File: src/rtl/m62_rom_loader_if.sv
`default_nettype none
// m62_rom_loader_if: hps_io download stream plus the two SDRAM toggle-handshake write ports.
// Rev 1.0
interface m62_rom_loader_if;
  logic        ioctl_download;
  logic [7:0]  ioctl_index;
  logic        ioctl_wr;
  logic [24:0] ioctl_addr;
  logic [7:0]  ioctl_dout;
  logic        ioctl_wait;

  logic        port1_req;
  logic        port1_ack;
  logic [22:0] port1_a;
  logic [1:0]  port1_ds;
  logic [15:0] port1_d;

  logic        port2_req;
  logic        port2_ack;
  logic [22:0] port2_a;
  logic [1:0]  port2_ds;
  logic [15:0] port2_d;

  modport master (
    output ioctl_download, ioctl_index, ioctl_wr, ioctl_addr, ioctl_dout,
    input  ioctl_wait,
    input  port1_req, port1_a, port1_ds, port1_d,
    output port1_ack,
    input  port2_req, port2_a, port2_ds, port2_d,
    output port2_ack
  );

  modport slave (
    input  ioctl_download, ioctl_index, ioctl_wr, ioctl_addr, ioctl_dout,
    output ioctl_wait,
    output port1_req, port1_a, port1_ds, port1_d,
    input  port1_ack,
    output port2_req, port2_a, port2_ds, port2_d,
    input  port2_ack
  );
endinterface
`default_nettype wire

File: src/rtl/m62_rom_loader.sv
`default_nettype none
// m62_rom_loader: routes hps_io ROM bytes to SDRAM ports, sound DPRAM and PROM loader.
// Rev 1.0 -- also captures core_mod/DIP bytes and owns rom_loaded and the game reset countdown.
module m62_rom_loader #(
  parameter int          FIFO_DEPTH   = 4,
  parameter logic [15:0] RESET_CYCLES = 16'hFFFF,
  parameter int          ACK_TIMEOUT  = 255
) (
  input  logic            clk_sys,
  input  logic            reset_n,
  m62_rom_loader_if.slave bus,
  input  logic            user_reset,
  output logic            snd_wr,
  output logic [15:0]     snd_addr,
  output logic            dl_wr,
  output logic [11:0]     dl_addr,
  output logic [7:0]      dl_data,
  output logic [7:0]      core_mod,
  output logic [7:0]      sw0,
  output logic [7:0]      sw1,
  output logic            rom_loaded,
  output logic            reset_game,
  output logic            load_err
);
  localparam int            AW        = $clog2(FIFO_DEPTH);
  localparam int            TW        = $clog2(ACK_TIMEOUT + 1);
  localparam logic [AW:0]   FIFO_FULL = (AW+1)'(FIFO_DEPTH);
  localparam logic [AW:0]   FIFO_HWM  = (AW+1)'(FIFO_DEPTH - 1);
  localparam logic [TW-1:0] TIMER_MAX = TW'(ACK_TIMEOUT);
  localparam logic [24:0]   SND_LO    = 25'h0020000;
  localparam logic [24:0]   SND_HI    = 25'h002FFFF;
  localparam logic [24:0]   P2_BASE   = 25'h0030000;
  localparam logic [24:0]   DL_LO     = 25'h00A0000;
  localparam logic [24:0]   DL_END    = 25'h00A0920;

  localparam logic [0:0] S_IDLE = 1'b0;
  localparam logic [0:0] S_WAIT = 1'b1;

  logic [32:0]   fifo_mem [FIFO_DEPTH];
  logic [AW-1:0] wr_ptr;
  logic [AW-1:0] rd_ptr;
  logic [AW:0]   fifo_cnt;
  logic [0:0]    state;
  logic [TW-1:0] timer;
  logic          need2;
  logic          skew1;
  logic          skew2;
  logic          download_q;
  logic          loading;
  logic [15:0]   rst_cnt;

  logic          rom_strobe;
  logic          fifo_full;
  logic          push;
  logic          pop;
  logic          done;
  logic          timeout;
  logic [24:0]   head_addr;
  logic [7:0]    head_data;
  logic [23:0]   rebased;

  assign rom_strobe     = bus.ioctl_wr & bus.ioctl_download & (bus.ioctl_index == 8'd0);
  assign fifo_full      = (fifo_cnt == FIFO_FULL);
  assign push           = rom_strobe & ~fifo_full;
  assign pop            = (state == S_IDLE) & (fifo_cnt != '0);
  assign {head_addr, head_data} = fifo_mem[rd_ptr];
  assign rebased        = head_addr[23:0] - 24'h030000;
  assign bus.ioctl_wait = (fifo_cnt >= FIFO_HWM);

  // skew bits absorb acks abandoned on timeout so the toggle pair counts as matched
  assign done    = ((bus.port1_ack ^ skew1) == bus.port1_req) &
                   (~need2 | ((bus.port2_ack ^ skew2) == bus.port2_req));
  assign timeout = (state == S_WAIT) & ~done & (timer >= TIMER_MAX);

  always_ff @(posedge clk_sys) begin
    if (push) fifo_mem[wr_ptr] <= {bus.ioctl_addr, bus.ioctl_dout};
  end

  always_ff @(posedge clk_sys or negedge reset_n) begin
    if (!reset_n) begin
      wr_ptr   <= '0;
      rd_ptr   <= '0;
      fifo_cnt <= '0;
    end else begin
      if (push) wr_ptr <= wr_ptr + 1'b1;
      if (pop)  rd_ptr <= rd_ptr + 1'b1;
      if (push & ~pop)      fifo_cnt <= fifo_cnt + 1'b1;
      else if (pop & ~push) fifo_cnt <= fifo_cnt - 1'b1;
    end
  end

  always_ff @(posedge clk_sys or negedge reset_n) begin
    if (!reset_n) begin
      state         <= S_IDLE;
      timer         <= '0;
      need2         <= 1'b0;
      skew1         <= 1'b0;
      skew2         <= 1'b0;
      bus.port1_req <= 1'b0;
      bus.port1_a   <= '0;
      bus.port1_ds  <= '0;
      bus.port1_d   <= '0;
      bus.port2_req <= 1'b0;
      bus.port2_a   <= '0;
      bus.port2_ds  <= '0;
      bus.port2_d   <= '0;
    end else begin
      case (state)
        S_IDLE: begin
          if (pop) begin
            bus.port1_a   <= head_addr[23:1];
            bus.port1_ds  <= {head_addr[0], ~head_addr[0]};
            bus.port1_d   <= {head_data, head_data};
            bus.port1_req <= ~bus.port1_req;
            need2         <= (head_addr >= P2_BASE);
            if (head_addr >= P2_BASE) begin
              bus.port2_a   <= rebased[23:1];
              bus.port2_ds  <= {rebased[0], ~rebased[0]};
              bus.port2_d   <= {head_data, head_data};
              bus.port2_req <= ~bus.port2_req;
            end
            timer <= '0;
            state <= S_WAIT;
          end
        end
        S_WAIT: begin
          if (done) begin
            state <= S_IDLE;
          end else if (timeout) begin
            skew1 <= bus.port1_ack ^ bus.port1_req;
            if (need2) skew2 <= bus.port2_ack ^ bus.port2_req;
            state <= S_IDLE;
          end else begin
            timer <= timer + 1'b1;
          end
        end
        default: state <= S_IDLE;
      endcase
    end
  end

  always_ff @(posedge clk_sys or negedge reset_n) begin
    if (!reset_n) begin
      snd_wr   <= 1'b0;
      snd_addr <= '0;
      dl_wr    <= 1'b0;
      dl_addr  <= '0;
      dl_data  <= '0;
      core_mod <= '0;
      sw0      <= '0;
      sw1      <= '0;
    end else begin
      snd_wr <= rom_strobe & (bus.ioctl_addr >= SND_LO) & (bus.ioctl_addr <= SND_HI);
      dl_wr  <= rom_strobe & (bus.ioctl_addr >= DL_LO) & (bus.ioctl_addr < DL_END);
      if (rom_strobe) begin
        snd_addr <= bus.ioctl_addr[15:0];
        dl_addr  <= bus.ioctl_addr[11:0];
        dl_data  <= bus.ioctl_dout;
      end
      if (bus.ioctl_wr & bus.ioctl_download) begin
        if (bus.ioctl_index == 8'd1) core_mod <= bus.ioctl_dout;
        if (bus.ioctl_index == 8'd254 && bus.ioctl_addr[24:3] == 22'd0 && bus.ioctl_addr[2:1] == 2'b00) begin
          if (bus.ioctl_addr[0]) sw1 <= bus.ioctl_dout;
          else                   sw0 <= bus.ioctl_dout;
        end
      end
    end
  end

  always_ff @(posedge clk_sys or negedge reset_n) begin
    if (!reset_n) begin
      download_q <= 1'b0;
      loading    <= 1'b0;
      rom_loaded <= 1'b0;
      load_err   <= 1'b0;
    end else begin
      download_q <= bus.ioctl_download;
      if (bus.ioctl_download & ~download_q & (bus.ioctl_index == 8'd0)) begin
        loading    <= 1'b1;
        rom_loaded <= 1'b0;
      end else if (loading & ~bus.ioctl_download & (fifo_cnt == '0) & (state == S_IDLE)) begin
        loading    <= 1'b0;
        rom_loaded <= 1'b1;
      end
      if ((rom_strobe & fifo_full) | timeout) load_err <= 1'b1;
    end
  end

  always_ff @(posedge clk_sys or negedge reset_n) begin
    if (!reset_n) begin
      rst_cnt    <= RESET_CYCLES;
      reset_game <= 1'b1;
    end else begin
      if (user_reset | ~rom_loaded) rst_cnt <= RESET_CYCLES;
      else if (rst_cnt != 16'd0)    rst_cnt <= rst_cnt - 16'd1;
      reset_game <= (rst_cnt != 16'd0);
    end
  end
endmodule
`default_nettype wire

File: src/flat_wrapper.sv
// flat-port wrapper written by rule: the top's interface ports become plain ports
module m62_rom_loader_flat 
#(
  parameter int          FIFO_DEPTH   = 4,
  parameter logic [15:0] RESET_CYCLES = 16'hFFFF,
  parameter int          ACK_TIMEOUT  = 255
)
  (clk_sys, reset_n, user_reset, snd_wr, snd_addr, dl_wr, dl_addr, dl_data, core_mod, sw0, sw1, rom_loaded, reset_game, load_err, bus_ioctl_download, bus_ioctl_index, bus_ioctl_wr, bus_ioctl_addr, bus_ioctl_dout, bus_ioctl_wait, bus_port1_req, bus_port1_a, bus_port1_ds, bus_port1_d, bus_port1_ack, bus_port2_req, bus_port2_a, bus_port2_ds, bus_port2_d, bus_port2_ack);
  m62_rom_loader_if bus_i ();
  input  logic clk_sys;
  input  logic reset_n;
  input  logic user_reset;
  output logic snd_wr;
  output logic [15:0] snd_addr;
  output logic dl_wr;
  output logic [11:0] dl_addr;
  output logic [7:0] dl_data;
  output logic [7:0] core_mod;
  output logic [7:0] sw0;
  output logic [7:0] sw1;
  output logic rom_loaded;
  output logic reset_game;
  output logic load_err;
  input wire logic [$bits(bus_i.ioctl_download)-1:0] bus_ioctl_download;
  input wire logic [$bits(bus_i.ioctl_index)-1:0] bus_ioctl_index;
  input wire logic [$bits(bus_i.ioctl_wr)-1:0] bus_ioctl_wr;
  input wire logic [$bits(bus_i.ioctl_addr)-1:0] bus_ioctl_addr;
  input wire logic [$bits(bus_i.ioctl_dout)-1:0] bus_ioctl_dout;
  output wire logic [$bits(bus_i.ioctl_wait)-1:0] bus_ioctl_wait;
  output wire logic [$bits(bus_i.port1_req)-1:0] bus_port1_req;
  output wire logic [$bits(bus_i.port1_a)-1:0] bus_port1_a;
  output wire logic [$bits(bus_i.port1_ds)-1:0] bus_port1_ds;
  output wire logic [$bits(bus_i.port1_d)-1:0] bus_port1_d;
  input wire logic [$bits(bus_i.port1_ack)-1:0] bus_port1_ack;
  output wire logic [$bits(bus_i.port2_req)-1:0] bus_port2_req;
  output wire logic [$bits(bus_i.port2_a)-1:0] bus_port2_a;
  output wire logic [$bits(bus_i.port2_ds)-1:0] bus_port2_ds;
  output wire logic [$bits(bus_i.port2_d)-1:0] bus_port2_d;
  input wire logic [$bits(bus_i.port2_ack)-1:0] bus_port2_ack;
  assign bus_i.ioctl_download = bus_ioctl_download;
  assign bus_i.ioctl_index = bus_ioctl_index;
  assign bus_i.ioctl_wr = bus_ioctl_wr;
  assign bus_i.ioctl_addr = bus_ioctl_addr;
  assign bus_i.ioctl_dout = bus_ioctl_dout;
  assign bus_ioctl_wait = bus_i.ioctl_wait;
  assign bus_port1_req = bus_i.port1_req;
  assign bus_port1_a = bus_i.port1_a;
  assign bus_port1_ds = bus_i.port1_ds;
  assign bus_port1_d = bus_i.port1_d;
  assign bus_i.port1_ack = bus_port1_ack;
  assign bus_port2_req = bus_i.port2_req;
  assign bus_port2_a = bus_i.port2_a;
  assign bus_port2_ds = bus_i.port2_ds;
  assign bus_port2_d = bus_i.port2_d;
  assign bus_i.port2_ack = bus_port2_ack;
  m62_rom_loader #(.FIFO_DEPTH(FIFO_DEPTH), .RESET_CYCLES(RESET_CYCLES), .ACK_TIMEOUT(ACK_TIMEOUT)) u_core (.clk_sys(clk_sys), .reset_n(reset_n), .bus(bus_i), .user_reset(user_reset), .snd_wr(snd_wr), .snd_addr(snd_addr), .dl_wr(dl_wr), .dl_addr(dl_addr), .dl_data(dl_data), .core_mod(core_mod), .sw0(sw0), .sw1(sw1), .rom_loaded(rom_loaded), .reset_game(reset_game), .load_err(load_err));
endmodule
File: config.mk
export PLATFORM = sky130hd
export DESIGN_NAME = m62_rom_loader_flat
export DESIGN_NICKNAME = d
export VERILOG_FILES = /design/src/rtl/m62_rom_loader_if.sv /design/src/rtl/m62_rom_loader.sv /design/src/flat_wrapper.sv
export SDC_FILE = /design/constraint.sdc
export NUM_CORES = 1
export LEC_CHECK = 0
export ABC_AREA = 1
export CAP_MARGIN = 20
export CORE_MARGIN = 4
export CORE_UTILIZATION = 45
export DETAILED_ROUTE_END_ITERATION = 8
export HOLD_SLACK_MARGIN = 0.05
export PLACE_DENSITY = 0.8
export SLEW_MARGIN = 20
export SYNTH_ARGS = -nofsm -noshare
export SYNTH_HDL_FRONTEND = slang
export SYNTH_SLANG_ARGS = --single-unit
File: constraint.sdc
create_clock -name clk_sys -period 7.25 [get_ports clk_sys]
set_input_delay 1.8125 -clock clk_sys [delete_from_list [all_inputs] [get_ports clk_sys]]
set_output_delay 1.8125 -clock clk_sys [all_outputs]
set_load 0.02 [all_outputs]
==> results.txt <==
The flow ran to the end, and the final reports show no timing, DRC or antenna violations. After synthesis, the largest area contributor takes up 32.2% of total cell area. The number of optimization iterations in the first detailed-route pass was 5.

Number of violations of the max-capacitance limit: 0. The signal on the critical path passes through clkdlybuf4s50_1 > or2_2 > nor4_1 > nand3_1 > or2_2 > inv_1 > ha_1 > inv_1 > fa_1 > a21oi_1 > o21ai_0 > xor2_1. The x dimension of the die was 173 µm; the final routed DRC violation total was 0. The clock drives 290 sinks. The min-delay analysis places its worst path in the category reg -> reg. Routability-driven placement finished with a final weighted congestion of 0.835.

For this run, the slowest stage of the critical path takes 0.41 ns. The floorplan step defined a die boundary enclosing 0.0300 mm². The wire length after detailed routing was 30.1 mm. After layout, the worst setup slack is 3.09 ns. For the detailed-placement wirelength estimate, the log shows 19.9 mm. For the final database, setup skew stands at 0.0208 ns. Area growth from synthesis to layout: 26.0%. The first global-routing pass estimated 48.3 mm of wire. In the final layout, the share of cells above drive strength 1 is 6.89%. The largest total area in the synthesized netlist belongs to sky130_fd_sc_hd__edfxtp_1. Entering global routing, the biggest net connects 108 pins. The actual slew at the worst max-slew pin was 1.07 ns. For this run, asynchronously set or reset flops after synthesis account for 54.5%. In the post-synthesis netlist, the biggest area contributors are sky130_fd_sc_hd__edfxtp_1 32%, sky130_fd_sc_hd__dfrtp_1 29%, sky130_fd_sc_hd__nand2_1 12%. After clock tree synthesis, the clock-pin slew on the worst setup and hold paths is 0.06 ns. The post-route setup TNS was 0 ns; the clock period minus worst slack was 4.16 ns.

Along the worst path, the maximum fanout reaches 6. Summing every instance area after synthesis gives 0.0123 mm². Counting instances, the worst hold path has a depth of 2.

For this block, the via count after detailed routing is 9070. The most used flip-flop cell after synthesis was sky130_fd_sc_hd__dfrtp_1. Clock root buffer: sky130_fd_sc_hd__clkbuf_16. The leakage dissipation was 6.62 nW; the count of input and output buffers was 197.

Setup repair after global routing left no endpoint under its margin. The count of yosys warnings during synthesis is 0, and the total setup buffers inserted after CTS is 0. For the final number of hold-violating endpoints, the log shows 0. For this design the ratio of total power to cell area is 390 mW/mm².

The mean area per synthesized cell was 9.97 µm². The later pin in the worst-skew pair is clocked with a latency of 0.58 ns. Number of global-route vias before repair: 9071. The tools report the critical path data required time as 7.70 ns.

STA puts the critical path data arrival time at 4.61 ns. The depth of the CTS H-tree was 1; the number of DRC violations after detailed-routing iteration 0 was 751. Number of placement rows: 60. Setup violations remaining at the end of the flow were counted as 0. In the routed layout, each cell is associated on average with a via count of 5.14. The number of nets in the synthesized netlist is 1292. The number of hold buffers added after cts is 0, and the number of gates resized after cts is 0. The starting density of the core came out at 45.6%. The height of the chip came out at 173 µm. For this run, the register share of the synthesized area comes to 64.5%. The total area inside the core boundary comes to 0.0270 mm².

TritonCTS created 31 clock buffers. Synthesis produced a netlist whose cell count is 1234. Among all stages on the critical path, the largest delay is contributed by sky130_fd_sc_hd__clkdlybuf4s50_1. Initial antenna violation count: 0.

The worst setup path is captured at a flop. The worst IR drop on VDD was 0.000222 V. Counting distinct cell types in the post-synthesis netlist gives 38.

In the global route stage, met3 resource usage came out at 3.38%. The share of the cycle needed by the critical path after routing was 57.4%. The tools report the startpoint type of the worst setup path as an input port. The repair_antennas step left the layout with diodes totalling 0.

The clock passes through at most 3 buffers. The worst slack after detailed placement is 2.57 ns. TritonCTS built the clock tree. met2 is the most crowded layer. In this run the count of I/O pins placed on the die edge is 198. For this run, the total global-route usage over all layers was measured as 19.7%.

The worst slew margin relative to its limit came out at 28.3%. The logs give 31.7% for the global-route met2 utilization and 27.9% for the met1 routing resource usage after global routing. The aggregate global routing overflow was 0. The tools report the final-report max-slew violation count as 0.

Class of the most critical setup path: in -> reg. The worst reg2reg path depth was 13; the average wire per standard cell was 17.0 µm. For this run, the top clock speed supported by timing is 240 MHz. The synthesis-stage register bit count is 290, and the final layout net count is 1456.

Yosys mapped a number of flops with a built-in enable equal to 132. Once detail routing completed, the nets flagged for antenna violations numbered 0.
final cells by class:
cell class / count / area [µm²]
clock buffer: 41 / 843
inverter: 93 / 349
multi-input combinational: 773 / 3580
sequential: 290 / 7940
timing repair buffer: 209 / 2070
fill: 2188 / 11500
tap: 341 / 427
clock inverter: 17 / 294
logic make-up after synthesis:
kind of cell / share of synthesized area (%)
AND/OR/NAND/NOR: 21.8
flip-flops: 64.5
buffers and inverters: 6.50
AO/OA/AOI/OAI: 4.67
XOR/XNOR: 1.28
adder cells (fa/ha/maj): 1.08
multiplexers: 0.0915
registers in the layout (all words and copies together) (netlist names), 3 cells and up:
| register | cells |
|---|---|
| u_core.bus.port1_d | 8 |
| u_core.dl_data | 8 |
| u_core.fifo_mem | 132 |
| u_core.sw1 | 8 |
| u_core.rst_cnt | 16 |
| u_core.sw0 | 8 |
| u_core.dl_addr | 11 |
| u_core.timer | 8 |
| u_core.bus.port2_d | 8 |
| u_core.bus.port2_a | 23 |
| u_core.fifo_cnt | 3 |
| u_core.snd_addr | 5 |
| u_core.core_mod | 8 |
| u_core.bus.port1_a | 23 |
worst max-delay path, delay by kind of cell:
kind / cells / cell delay [ns]
and+or+nand+nor: 4 / 1.26
buffers and inverters: 3 / 0.60
adders and majority gates: 2 / 0.51
AOI/OAI and AO/OA: 2 / 0.26
xor gates and xnor gates: 1 / 0.16
synth_stat cells (17+ instances only):
cell type / count
sky130_fd_sc_hd__o21ai_0: 83
sky130_fd_sc_hd__nand3_1: 103
sky130_fd_sc_hd__nand4_1: 31
sky130_fd_sc_hd__dfstp_2: 17
sky130_fd_sc_hd__clkbuf_1: 29
sky130_fd_sc_hd__inv_1: 89
sky130_fd_sc_hd__buf_4: 32
sky130_fd_sc_hd__nand2_1: 400
sky130_fd_sc_hd__nor3_1: 17
sky130_fd_sc_hd__nor2_1: 67
sky130_fd_sc_hd__dfrtp_1: 141
sky130_fd_sc_hd__edfxtp_1: 132
power breakdown:
part / switching, mW / internal [mW]
combinational: 1.37 / 0.802
clock: 0.658 / 1.07
sequential: 0.175 / 1.97
routing by layer:
layer	share of wire [%]	wire (µm)
met1	44	13200
met2	46	13900
met3	7.8	2340
met4	2.1	632
met5	0	0
placed cells by master (no fill, tap or decap), drive strengths merged:
master         netlist  layout
a211o                1       1
a211oi               2       2
a21oi                9       9
a311oi               1       1
and3                 1       1
buf                 49      12
bufinv               0       7
clkbuf              29      42
clkdlybuf4s50        0     196
clkinv               3       6
clkinvlp             0       3
dfrtp              141     141
dfstp               17      17
edfxtp             132     132
fa                   1       1
ha                   9       9
inv                 90      94
mux2                 1       1
nand2              401     401
nand3              103     103
nand3b               2       2
nand4               31      31
nor2                69      69
nor3                19      19
nor3b                1       1
nor4                 6       6
nor4b                2       2
o21ai               84      84
o22ai                8       8
o31ai                2       2
or2                  2       2
xnor2                3       3
xor2                15      15
stage by stage:
step / cell area (µm²) / power, mW / instances / util, % / hold WS [ns]
2_1_floorplan: 12300 / 3.53 / 1234 / - / 0.463
3_3_place_gp: 14400 / 4.30 / 1706 / 53.3 / 0.453
3_5_place_dp: 14400 / 4.36 / 1706 / 53.3 / 0.460
4_1_cts: 15500 / 6.10 / 1764 / 57.5 / 0.476
5_1_grt: 15500 / 6.40 / 1764 / 57.5 / 0.491
6_report: 15500 / 6.05 / 1764 / 57.5 / 0.470
path summary, 6_finish.rpt:
path	end	slack (ns)	startpoint
worst max-delay path	u_core.fifo_cnt[2]	3.09	bus_ioctl_index[3]
worst min-delay path	u_core.bus.port2_a[11]	0.47	u_core.bus.port2_a[11]
worst max register to register	u_core.bus.port2_a[1]	3.33	u_core.rd_ptr[0]
worst min register to register	u_core.bus.port2_a[11]	0.47	u_core.bus.port2_a[11]
max in group asynchronous	u_core.rd_ptr[0]	4.69	reset_n
min in group asynchronous	u_core.bus.port2_ds[1]	1.35	reset_n
Power figures use the tool's default switching activity.
